===== config.mk =====
export PLATFORM = sky130hd
export DESIGN_NAME = controlador_bases
export DESIGN_NICKNAME = d
export VERILOG_FILES = /design/src/rtl/controlador_bases.sv
export SDC_FILE = /design/constraint.sdc
export NUM_CORES = 1
export LEC_CHECK = 0
export ABC_CLOCK_PERIOD_IN_PS = 6800
export BUFFER_PORTS_ARGS = -buffer_cell sky130_fd_sc_hd__buf_2
export CELL_PAD_IN_SITES_DETAIL_PLACEMENT = 1
export CELL_PAD_IN_SITES_GLOBAL_PLACEMENT = 2
export CORE_UTILIZATION = 38
export CTS_CLUSTER_DIAMETER = 150
export DETAILED_ROUTE_END_ITERATION = 7
export PLACE_DENSITY = 0.83
export SETUP_SLACK_MARGIN = 0.1
export SLEW_MARGIN = 20
export SYNTH_ARGS = -nofsm -noshare
export SYNTH_HDL_FRONTEND = slang
export SYNTH_SLANG_ARGS = --single-unit
export TNS_END_PERCENT = 1

===== constraint.sdc =====
create_clock -name clk -period 6.8 [get_ports clk]
set_clock_uncertainty 0.2 [all_clocks]
set_input_delay 2.04 -clock clk [delete_from_list [all_inputs] [get_ports clk]]
set_output_delay 2.04 -clock clk [all_outputs]
set_load 0.005 [all_outputs]

===== src/rtl/controlador_bases.sv =====
// Sequencer for the base-conversion / 7-segment path: holds the loaded value, rotates or follows
// the selected base, and blanks the displays briefly after every base change.
module controlador_bases #(
  parameter int PERIODO      = 50_000_000,
  parameter int BLANK_CICLOS = 4,
  parameter int LARGURA_CONT = 26
) (
  input  logic       clk,
  input  logic       reset,
  input  logic [7:0] valor_in,
  input  logic       carregar,
  input  logic       modo_auto,
  input  logic [1:0] base_manual,
  output logic [7:0] valor_binario,
  output logic [1:0] base_selecionada,
  output logic       apagar,
  output logic       valido,
  output logic       troca
);

  localparam int BW = (BLANK_CICLOS > 1) ? $clog2(BLANK_CICLOS) : 1;
  localparam logic [LARGURA_CONT-1:0] CONT_FIM = LARGURA_CONT'(PERIODO - 1);

  typedef enum logic [1:0] {OCIOSO, EXIBINDO, TROCA} estado_t;

  estado_t                 estado_q;
  logic [7:0]              valor_q;
  logic [1:0]              base_q;
  logic                    apagar_q;
  logic                    valido_q;
  logic                    troca_q;
  logic [LARGURA_CONT-1:0] cont_q;
  logic [BW-1:0]           blank_q;
  logic [1:0]              base_manual_map;

  function automatic logic [1:0] proxima_base(input logic [1:0] b);
    case (b)
      2'b00:   proxima_base = 2'b01;
      2'b01:   proxima_base = 2'b10;
      default: proxima_base = 2'b00;
    endcase
  endfunction

  // Code 11 is not a valid base; it selects decimal.
  always_comb begin
    base_manual_map = (base_manual == 2'b11) ? 2'b00 : base_manual;
  end

  always_ff @(posedge clk) begin
    if (reset) begin
      estado_q <= OCIOSO;
      valor_q  <= '0;
      base_q   <= 2'b00;
      apagar_q <= 1'b1;
      valido_q <= 1'b0;
      troca_q  <= 1'b0;
      cont_q   <= '0;
      blank_q  <= '0;
    end else begin
      // NOTE: troca defaults low every cycle, so any set below is a single-cycle pulse.
      troca_q <= 1'b0;
      if (carregar) begin
        valor_q  <= valor_in;
        valido_q <= 1'b1;
        cont_q   <= '0;
        blank_q  <= '0;
        apagar_q <= 1'b0;
        estado_q <= EXIBINDO;
      end else begin
        case (estado_q)
          OCIOSO: begin
            apagar_q <= 1'b1;
            cont_q   <= '0;
            if (!modo_auto) base_q <= base_manual_map;
          end
          EXIBINDO: begin
            if (modo_auto) begin
              if (cont_q == CONT_FIM) begin
                cont_q  <= '0;
                base_q  <= proxima_base(base_q);
                troca_q <= 1'b1;
                if (BLANK_CICLOS > 0) begin
                  estado_q <= TROCA;
                  apagar_q <= 1'b1;
                  blank_q  <= '0;
                end
              end else begin
                cont_q <= cont_q + 1'b1;
              end
            end else begin
              cont_q <= '0;
              if (base_manual_map != base_q) begin
                base_q  <= base_manual_map;
                troca_q <= 1'b1;
                if (BLANK_CICLOS > 0) begin
                  estado_q <= TROCA;
                  apagar_q <= 1'b1;
                  blank_q  <= '0;
                end
              end
            end
          end
          TROCA: begin
            // A manual change inside the blank window restarts the window.
            if (!modo_auto && (base_manual_map != base_q)) begin
              base_q  <= base_manual_map;
              troca_q <= 1'b1;
              blank_q <= '0;
            end else if (int'(blank_q) == BLANK_CICLOS - 1) begin
              estado_q <= EXIBINDO;
              apagar_q <= 1'b0;
              cont_q   <= '0;
              blank_q  <= '0;
            end else begin
              blank_q <= blank_q + 1'b1;
            end
          end
          default: estado_q <= OCIOSO;
        endcase
      end
    end
  end

  assign valor_binario    = valor_q;
  assign base_selecionada = base_q;
  assign apagar           = apagar_q;
  assign valido           = valido_q;
  assign troca            = troca_q;

endmodule


==> metrics.md, run 1 <==
| Metric | Value |
|---|---|
| Hold Path Class | `reg -> reg` |
| Inserted Diodes | `0` |
| Vias in the first global route | `2038` |
| Leak Pwr | `0.945 nW` |
| Setup TNS | `0 ps` |
| First-pass GRT wire length | `9.86 mm` |
| Post-Syn Nets | `291` |
| Chip height | `80.7 um` |
| I/O pin total | `27` |
| Critical-path cell list | `buf_2, and4bb_1, a31o_2, o21ai_2, buf_4, o21ai_4, o21ba_2` |
| Layout cell share with drive strength beyond 1 | `18.0%` |
| Max cap viols | `0` |
| Startpoint types | `input pin` |
| RSZ-0062 raised after global routing | `false` |
| Area leader, netlist | `dfxtp_1` |
| GRT Overall Usage | `19.5%` |
| Synth Area in Adders | `3.19%` |
| Most common cell in the synthesized netlist | `dfxtp_1` |
| Cell Area, Placed | `2530 um^2` |
| Via count | `2138` |
| Peak VDD IR | `0.0896 mV` |
| Initial antenna violation count | `0` |
| Design area | `2670 um^2` |
| Slowest cell on crit path | `o21ai_4` |
| Final nets | `313` |
| Std-Cell Rows | `28` |
| Final ANT Viol Nets | `0` |
| Setup Buffers After CTS | `0` |
| Synth top cells by count | `43 x dfxtp_1, 24 x a21oi_1, 21 x nand2_1` |
| Pin count of the biggest net entering global routing | `44` |
| RePlAce Congestion | `0.729` |
| HPWL after DPL | `4.15 mm` |
| Yosys cell types | `60` |
| CTS H-tree depth | `2` |
| Ranking of synthesized cells by area | `dfxtp_1 37%, a21oi_1 5.1%, o31ai_1 4.5%` |
| Post-DR vias/cell | `5.79` |
| CP top delay family | `compound AO/OA/AOI/OAI gates` |
| Area Growth Syn to Fin | `13.4%` |
| Sequential share of the synthesized area | `36.6%` |
| #FFs+latches synth | `43` |
| Crit share post-route | `55.8%` |
| Drt pass-1 iters | `4` |
| Sinks on Clock Net | `43` |
| Yosys warning count | `0` |
| Total CTS buffers | `5` |
| Worst slew pin tran | `815 ps` |
| Fin util | `44.9%` |
| Clock Latency Late Sink | `300 ps` |
| Final wirelength | `5.87 mm` |
| Mux share of post-synthesis cell area | `4.25%` |
| Max Freq | `264 MHz` |
| Chip width | `80.7 um` |
| Initial Utilization | `39.5%` |
| Crit-path max FO | `43` |
| Setup Viol. Count Final | `0` |
| Crit path buf inv count | `2` |
| Grt ovf | `0` |
| Final hold viol count | `0` |
| Synth Instances | `271` |
| Fin. max-slew vios | `0` |
| Core box area | `5960 um^2` |
| Syn Area/Cell | `8.69 um^2` |
| Clock buffer depth | `2` |
| Post-synthesis simple-gate area fraction | `27.8%` |
| PostCTS Resize Cnt | `0` |
| Fraction of the mapped netlist area in compound gates | `23.3%` |
| Tmin final | `3790 ps` |
| Port Buf Inserts | `26` |
| Total die area | `6520 um^2` |
| Critical path required time | `6800 ps` |
| Starting DRT DRC Count | `82` |
| Clk pin slew, worst setup/hold paths | `90 ps` |
| Root Driver | `clkbuf_8` |
| Crit path DAT | `3800 ps` |
| Critical path class | `in -> reg` |
| Post-Synth XOR/XNOR Area | `0.744%` |
| Wire length per cell | `15.9 um` |
| EDFF count, synth | `0` |
| Hold buffers post-CTS | `0` |
| Area share of the largest cell type after synthesis | `36.6%` |
| Slew HR | `45.5%` |
| TritonCTS clock tree | `yes` |
| Power per Cell Area | `213 nW/um^2` |
| Largest family of logic cells by synthesized area | `simple AND/OR/NAND/NOR gates` |
| CP Capture Type | `register` |
| Post-route DRC | `0` |
| Status | `finished, final reports clean` |
| Async SR Flop Fraction | `0%` |
| CP peak stage delay | `610 ps` |
| Top_reg_cell synth | `dfxtp_1` |
| Mapped Area | `2350 um^2` |
[logic make-up (layout without fill, tap and decap cells)]
family | after synthesis | after routing
compound gates | 80 | 80
simple gates | 108 | 108
buf+inv | 22 | 45
fa+ha+maj | 6 | 6
flops | 43 | 43
xor+xnor | 2 | 2
mux | 10 | 10
[worst paths after layout]
| path | start | end | slack [ps] | cells after the start |
|---|---|---|---|---|
| hold / removal | valido | valido | 280 | 2 |
| hold reg to reg | valido | valido | 280 | 2 |
| setup reg to reg | estado_q[0] | cont_q[15] | 4040 | 8 |
| setup / recovery | base_manual[1] | cont_q[15] | 3010 | 7 |
[final cells by class]
class | count | area [um^2]
repair buffers | 27 | 138
inverters | 10 | 37.5
clock buffers | 5 | 68.8
clock inverters | 3 | 67.6
multi-input cells | 206 | 1410
fillers | 734 | 3280
well taps | 75 | 93.8
flip-flops and latches | 43 | 861
[metrics by stage]
stage | cells | power (mW) | setup WS (ps) | hold slack, ps
4_1_cts | 369 | 0.575 | 2710 | 287
3_5_place_dp | 361 | 0.331 | 2380 | 262
6_report | 369 | 0.570 | 3010 | 283
3_3_place_gp | 361 | 0.329 | 2430 | 249
5_1_grt | 369 | 0.593 | 2870 | 308
2_1_floorplan | 271 | 0.310 | 3200 | 247
[cells in the final DEF (no fill, tap or decap), types with 4 or more instances in the layout]
cell type	count
nand3_1	9
mux2i_1	10
buf_2	26
a21oi_1	24
and2_1	6
a31oi_1	4
or3_1	9
o21a_1	4
ha_1	6
or4_1	13
clkbuf_8	5
inv_1	10
dfxtp_1	43
o31ai_1	14
nand4_1	4
nor2_1	17
o21ai_0	8
nand2_1	21
[layer usage]
layer / vias up / GRT usage [%] / wire [um]
met5: - / 0 / 0
met4: 0 / 4.82 / 61
met3: 5 / 3.64 / 119
met1: 1038 / 27.6 / 3020
li1: 1077 / - / -
met2: 18 / 30.2 / 2670
[where the power goes]
| group | leakage [nW] | internal, mW | switching (mW) |
|---|---|---|---|
| registers | 0.349 | 0.258 | 0.00530 |
| clock network | 0.0644 | 0.147 | 0.0972 |
| logic | 0.531 | 0.0247 | 0.0375 |
[tightest hold or removal path: cells and delay by family (launching register included)]
family,cells,cell delay (ps)
and+or+nand+nor,2,120
DFF,1,330
[state kept, by name, indices dropped and copies added, names as in the netlist]
register	count
cont_q	26
valor_binario	8
base_selecionada	2
blank_q	2
estado_q	2
apagar	1
troca	1
valido	1
(Power assumes the default switching activity.)
==> inputs of run 2 (changes only) <==
- ABC_CLOCK_PERIOD_IN_PS: 6800 -> 3440
- CORE_UTILIZATION: 38 -> 32
- PLACE_DENSITY: 0.83 -> 0.74
- clock period: 6.8 -> 3.44 ns (I/O delays scaled with it)
==> run 2 against run 1 <==
Register-to-register slack got worse by 3300 ps. Worst setup slack got worse by 2300 ps. Utilization decreased by 6.5 points. Design area fell by 0.37%. Critical endpoint unchanged. Total power rose by 76%. Combinational power grew 94%.
==> metrics.md, run 2 (synthesis gave the netlist of run 1 again) <==
| Metric | Value |
|---|---|
| Power per Cell Area | `377 nW/um^2 (was 213 nW/um^2)` |
| Port Buf Inserts | `26 (unchanged)` |
| Critical path class | `reg -> reg (was in -> reg)` |
| RSZ-0062 raised after global routing | `false (unchanged)` |
| Slew HR | `50.9% (was 45.5%)` |
| CTS H-tree depth | `2 (unchanged)` |
| Max cap viols | `0 (unchanged)` |
| Chip width | `87.8 um (was 80.7 um)` |
| CP Capture Type | `register (unchanged)` |
| Max Freq | `370 MHz` |
| TritonCTS clock tree | `yes (unchanged)` |
| Leak Pwr | `0.932 nW (was 0.945 nW)` |
| RePlAce Congestion | `0.738 (was 0.729)` |
| Max reg flops | `26 (unchanged)` |
| Critical path required time | `3430 ps (was 6800 ps)` |
| Worst hold margin | `286 ps (was 283 ps)` |
| Layout cell share with drive strength beyond 1 | `17.7% (was 18.0%)` |
| Crit share post-route | `78.6%` |
| Total die area | `7710 um^2 (was 6520 um^2)` |
| Biggest register | `cont_q (unchanged)` |
| Root Driver | `clkbuf_8 (unchanged)` |
| Initial antenna violation count | `0 (unchanged)` |
| Most common library cell in the layout ignoring fill and taps | `dfxtp_1 (unchanged)` |
| Final nets | `313 (unchanged)` |
| Worst slew pin tran | `733 ps (was 815 ps)` |
| Hold Path Class | `reg -> reg (unchanged)` |
| Hold buffers post-CTS | `0 (unchanged)` |
| I/O pin total | `27 (unchanged)` |
| Starting DRT DRC Count | `58 (was 82)` |
| Crit-path max FO | `24 (was 43)` |
| Final wirelength | `5.87 mm (about the same)` |
| Peak VDD IR | `0.171 mV (was 0.0896 mV)` |
| GRT Overall Usage | `16.5% (was 19.5%)` |
| Final hold viol count | `0 (unchanged)` |
| Drt pass-1 iters | `4 (unchanged)` |
| Via count | `2145 (was 2138)` |
| Wire length per cell | `15.1 um (was 15.9 um)` |
| Core box area | `6940 um^2 (was 5960 um^2)` |
| Sinks on Clock Net | `43 (unchanged)` |
| Clk pin slew, worst setup/hold paths | `90 ps (about the same)` |
| Fill count | `847 (was 734)` |
| Fin. max-slew vios | `0 (unchanged)` |
| Initial Utilization | `33.9% (was 39.5%)` |
| Layout Cells excl Fill | `390 (was 369)` |
| Std-Cell Rows | `30 (was 28)` |
| Clock buffer depth | `2 (unchanged)` |
| Area Growth Syn to Fin | `13.0% (was 13.4%)` |
| Chip height | `87.8 um (was 80.7 um)` |
| Post-route DRC | `0 (unchanged)` |
| Post-DR vias/cell | `5.50 (was 5.79)` |
| Pwr Total | `1.00 mW (was 0.570 mW)` |
| Setup Buffers After CTS | `0 (unchanged)` |
| Vias in the first global route | `2084 (was 2038)` |
| Setup TNS | `0 ps (unchanged)` |
| HPWL after DPL | `4.24 mm (was 4.15 mm)` |
| Crit path DAT | `2700 ps (was 3800 ps)` |
| Final worst setup slack | `736 ps (was 3010 ps)` |
| Placement Setup Slack | `271 ps (was 2380 ps)` |
| Startpoint types | `register (was input pin)` |
| Inserted Diodes | `0 (unchanged)` |
| Tmin final | `2700 ps` |
| Clock Latency Late Sink | `300 ps (about the same)` |
| Register area | `861 um^2 (unchanged)` |
| Pin count of the biggest net entering global routing | `43 (was 44)` |
| Grt ovf | `0 (unchanged)` |
| Commonest cells after routing, fill and taps aside | `43 x dfxtp_1, 26 x buf_2, 24 x a21oi_1 (unchanged)` |
| Total CTS buffers | `5 (unchanged)` |
| Final ANT Viol Nets | `0 (unchanged)` |
| PostCTS Resize Cnt | `0 (unchanged)` |
| Placed cell count | `382 (was 361)` |
| Status | `finished, final reports clean (unchanged)` |
| Setup Viol. Count Final | `0 (unchanged)` |
| First-pass GRT wire length | `9.96 mm (was 9.86 mm)` |
| Area of the multi-input gates | `1410 um^2 (unchanged)` |
==> run 2: cell count changes in the layout (fill, tap and decap cells not counted), sizes merged <==
cell,change
bufinv,-2
clkbuf,+3
clkinvlp,-1
==> run 2: final timing paths <==
path,endpoint,from,slack (ps),depth (start not counted)
setup / recovery,cont_q[15],cont_q[0],740,6
hold reg to reg,cont_q[25],cont_q[25],290,2
hold / removal,cont_q[25],cont_q[25],290,2
setup reg to reg,cont_q[15],cont_q[0],740,6
==> run 2: metal layers <==
layer,global-route usage [%],routed length (um),up-vias,share of wire (%)
met5,0,0,-,0
met4,5.07,67,0,1.1
met3,3.20,127,7,2.2
met2,26.1,2650,22,45
met1,22.6,3030,1040,52
li1,-,-,1076,-
==> run 2: final cells by class <==
type | instances | share of cell area [%]
flip-flops and latches | 43 | 32.3
repair buffers | 27 | 5.17
multi-input cells | 206 | 52.8
clock buffers | 8 | 3.76
inverters | 10 | 1.41
well taps | 96 | 4.51
==> run 2: per-stage QoR <==
step | cell area (um^2) | utilization [%]
after global placement | 2550 | 36.8
after CTS | 2650 | 38.2
after global routing | 2660 | 38.3
final | 2660 | 38.3
after detailed placement | 2550 | 36.8
after floorplan | 2350 | -
==> run 2: worst max-delay path: stages (launching register included) <==
cell	delay, ps
dfxtp_1	390
ha_1	220
and4_1	240
nand3_1	280
o31a_2	470
o21ai_4	550
o21ba_2	250
==> run 2: report_power, final <==
group / total, mW / switching [mW] / internal [mW] / leakage, nW
combinational: 0.121 / 0.0723 / 0.0489 / 0.531
clock: 0.361 / 0.177 / 0.184 / 0.0515
sequential: 0.520 / 0.0102 / 0.510 / 0.349
total: 1.00 / 0.260 / 0.743 / 0.932
==> inputs of run 3 (changes only) <==
- ABC_AREA: default -> 1
- ABC_CLOCK_PERIOD_IN_PS: 3440 -> 2200
- CORE_UTILIZATION: 32 -> 28
- clock period: 3.44 -> 2.2 ns (I/O delays scaled with it)
==> run 3 against run 2 <==
Via count increased by 13%. Non-clock buffer count increased by 12. Combinational power increased by 85%. Clock power increased by 57%. Sequential cell count unchanged. Critical path depth increased by 6. Fmax increased by 35%. Critical endpoint is now cont_q[12]. Register-to-register slack got worse by 540 ps.
==> metrics.md, run 3 <==
| Metric | Value |
|---|---|
| Power per Cell Area | `559 nW/um^2 (was 377 nW/um^2)` |
| CP endpoint | `cont_q[12] (was cont_q[15])` |
| Wire length per cell | `12.4 um (was 15.1 um)` |
| Post-DR vias/cell | `4.62 (was 5.50)` |
| Ranking of synthesized cells by area | `dfxtp_1 36%, nor2_1 14%, nand2_1 14% (was dfxtp_1 37%, a21oi_1 5.1%, o31ai_1 4.5%)` |
| Leak Pwr | `1.24 nW (was 0.932 nW)` |
| First-pass GRT wire length | `10.9 mm (was 9.96 mm)` |
| CP Capture Type | `register (unchanged)` |
| Inserted Diodes | `0 (unchanged)` |
| Sequential share of the synthesized area | `36.2% (was 36.6%)` |
| Most common library cell in the layout ignoring fill and taps | `nor2_1 (was dfxtp_1)` |
| Vias in the first global route | `2379 (was 2084)` |
| Initial antenna violation count | `0 (unchanged)` |
| Core box area | `8220 um^2 (was 6940 um^2)` |
| Fin util | `34.9% (was 38.3%)` |
| Max reg flops | `26 (unchanged)` |
| CTS H-tree depth | `2 (unchanged)` |
| Total CTS buffers | `5 (unchanged)` |
| Peak VDD IR | `0.222 mV (was 0.171 mV)` |
| Fill count | `1078 (was 847)` |
| Status | `finished, final reports clean (unchanged)` |
| Startpoint types | `register (unchanged)` |
| Std-Cell Rows | `33 (was 30)` |
| Port Buf Inserts | `26 (unchanged)` |
| Async SR Flop Fraction | `0% (unchanged)` |
| Fin. max-slew vios | `0 (unchanged)` |
| Clock buffer depth | `2 (unchanged)` |
| Register area | `865 um^2 (was 861 um^2)` |
| Root Driver | `clkbuf_8 (unchanged)` |
| Critical register-to-register path endpoint | `cont_q[12] (was cont_q[15])` |
| EDFF count, synth | `0 (unchanged)` |
| TritonCTS clock tree | `yes (unchanged)` |
| Chip height | `94.2 um (was 87.8 um)` |
| Synth Instances | `377 (was 271)` |
| Syn Area/Cell | `6.32 um^2 (was 8.69 um^2)` |
| Slew HR | `78.1% (was 50.9%)` |
| Layout cell share with drive strength beyond 1 | `15.8% (was 17.7%)` |
| Max Freq | `499 MHz (was 370 MHz)` |
| Tmin final | `2010 ps (was 2700 ps)` |
| Max cap viols | `0 (unchanged)` |
| Chip width | `94.2 um (was 87.8 um)` |
| Commonest cells after routing, fill and taps aside | `87 x nor2_1, 86 x nand2_1, 46 x inv_1 (was 43 x dfxtp_1, 26 x buf_2, 24 x a21oi_1)` |
| Setup TNS | `0 ps (unchanged)` |
| Starting DRT DRC Count | `44 (was 58)` |
| Placed cell count | `514 (was 382)` |
| Worst reg2reg path startpoint | `cont_q[0] (unchanged)` |
| Sinks on Clock Net | `43 (unchanged)` |
| Layout Cells excl Fill | `523 (was 390)` |
| Final nets | `437 (was 313)` |
| Mapped Area | `2380 um^2 (was 2350 um^2)` |
| Power share of the clock group | `35.3% (was 36.0%)` |
| Via count | `2414 (was 2145)` |
| Synth top cells by count | `89 x nor2_1, 88 x nand2_1, 47 x inv_1 (was 43 x dfxtp_1, 24 x a21oi_1, 21 x nand2_1)` |
| Worst hold margin | `289 ps (was 286 ps)` |
| Area leader, netlist | `dfxtp_1 (unchanged)` |
| HP Start | `cont_q[2] (was cont_q[25])` |
| Grt ovf | `0 (unchanged)` |
| Crit path DAT | `2050 ps (was 2700 ps)` |
| Comb power frac | `14.0% (was 12.1%)` |
| Initial Utilization | `29.0% (was 33.9%)` |
| Share of power burned in registers | `50.7% (was 51.9%)` |
| Hold Path Class | `reg -> reg (unchanged)` |
| Post-Syn Nets | `397 (was 291)` |
| Biggest register | `cont_q (unchanged)` |
| RSZ-0062 raised after global routing | `true (was false)` |
| Setup Buffers After CTS | `0 (unchanged)` |
| Pin count of the biggest net entering global routing | `20 (was 43)` |
| Sw power | `0.477 mW (was 0.260 mW)` |
| Area of the multi-input gates | `1310 um^2 (was 1410 um^2)` |
| Final wirelength | `6.50 mm (was 5.87 mm)` |
| Top_reg_cell synth | `dfxtp_1 (unchanged)` |
| Area share of the largest cell type after synthesis | `36.2% (was 36.6%)` |
| #FFs+latches synth | `43 (unchanged)` |
| R2R Setup Slk | `190 ps (was 740 ps)` |
| Worst slew pin tran | `329 ps (was 733 ps)` |
| Clk pin slew, worst setup/hold paths | `100 ps (was 90 ps)` |
| Yosys warning count | `0 (unchanged)` |
| Crit share post-route | `91.1% (was 78.6%)` |
| Switch share | `29.8% (was 25.9%)` |
| Area Growth Syn to Fin | `20.5% (was 13.0%)` |
| Critical path required time | `2250 ps (was 3430 ps)` |
| Final ANT Viol Nets | `0 (unchanged)` |
| Critical path class | `reg -> reg (unchanged)` |
| Post-route DRC | `0 (unchanged)` |
| Reg2reg path depth | `12 (was 6)` |
| Drt pass-1 iters | `4 (unchanged)` |
| Int Power | `1.13 mW (was 0.743 mW)` |
| Most common cell in the synthesized netlist | `nor2_1 (was dfxtp_1)` |
| I/O pin total | `27 (unchanged)` |
| CP startpoint | `cont_q[0] (unchanged)` |
| Setup Viol. Count Final | `0 (unchanged)` |
| GRT Overall Usage | `15.6% (was 16.5%)` |
| Clock Latency Late Sink | `310 ps (was 300 ps)` |
| Final hold viol count | `0 (unchanged)` |
| Total die area | `8880 um^2 (was 7710 um^2)` |
| Yosys cell types | `27 (was 60)` |
| RePlAce Congestion | `0.744 (was 0.738)` |
| HPWL after DPL | `5.02 mm (was 4.24 mm)` |
| Crit-path max FO | `10 (was 24)` |
[run 3: cell count changes after synthesis, moves of 4 or more]
| cell | previous run | this run |
|---|---|---|
| nor2_1 | 17 | 89 |
| and2_1 | 6 | 0 |
| mux2i_1 | 10 | 0 |
| nand2_1 | 21 | 88 |
| o21a_1 | 4 | 0 |
| inv_1 | 10 | 47 |
| o21ai_0 | 8 | 19 |
| o31ai_1 | 14 | 0 |
| a21oi_1 | 24 | 11 |
| or4_1 | 13 | 0 |
| or3_1 | 9 | 0 |
| nor3_1 | 3 | 17 |
| nand3_1 | 9 | 24 |
| buf_2 | 5 | 1 |
[run 3: cells by family (layout without fill, tap and decap cells)]
group,count (synthesis),after routing,synth area share [%]
AOI/OAI and AO/OA,35,35,8.09
xor gates and xnor gates,2,2,0.736
adders and majority gates,6,6,3.15
buffers and inverters,57,98,9.67
DFF,43,43,36.2
and+or+nand+nor,234,234,42.2
[run 3: what timing repair did]
item | 4_1_cts | 5_1_grt
gates resized for setup | 0 | 8
setup endpoints to repair | 0 | 31
hold buffers | 0 | 0
[run 3: worst min path at each step]
stage | depth (start not counted) | to
after floorplan | 1 | cont_q[2]
after global placement | 2 | valido
after detailed placement | 1 | cont_q[2]
after CTS | 1 | cont_q[2]
after global routing | 2 | valido
final | 1 | cont_q[2]
[run 3: layer usage]
metal	up-vias	routed length, um	global-route usage, %	share of wire (%)
li1	1255	-	-	-
met1	1131	3070	18.5	47
met2	23	3240	28.3	50
met3	5	135	3.07	2.1
met4	0	56	3.85	0.86
met5	-	0	0	0
[run 3: stage by stage]
| stage | cell area, um^2 | worst slack, ps | power [mW] |
|---|---|---|---|
| after CTS | 2830 | 156 | 1.63 |
| final | 2870 | 195 | 1.60 |
| after floorplan | 2380 | 224 | 0.964 |
| after global placement | 2730 | 49.6 | 1.05 |
| after global routing | 2870 | 34.0 | 1.69 |
| after detailed placement | 2730 | 5.74 | 1.05 |
[run 3: worst max-delay path, cell delays in order, from the launching register on]
cell and delay [ps]:
dfxtp_4 370, ha_1 210, nand3_1 100, inv_1 60
nand2_1 60, nor2_1 40, nand2_2 90, nand2_1 80
buf_4 150, a21oi_4 210, buf_12 170, o21ai_0 90
nor2_1 100
[run 3: power groups by stage]
stage                     Sequential [mW]  Clock, mW  Combinational (mW)
after floorplan                     0.832          0               0.132
after global placement              0.832          0               0.216
after detailed placement            0.832          0               0.221
after CTS                           0.815      0.593               0.222
after global routing                0.818      0.623               0.252
final                               0.814      0.566               0.224
[run 3: cell type report]
class                           instances  share of cell area (%)
Clock buffer                            5                    2.40
Multi-Input combinational cell        277                    45.5
Timing Repair Buffer                   39                    9.85
Inverter                               51                    6.67
Sequential cell                        43                    30.1
Clock inverter                          3                   0.915
Tap cell                              105                    4.58
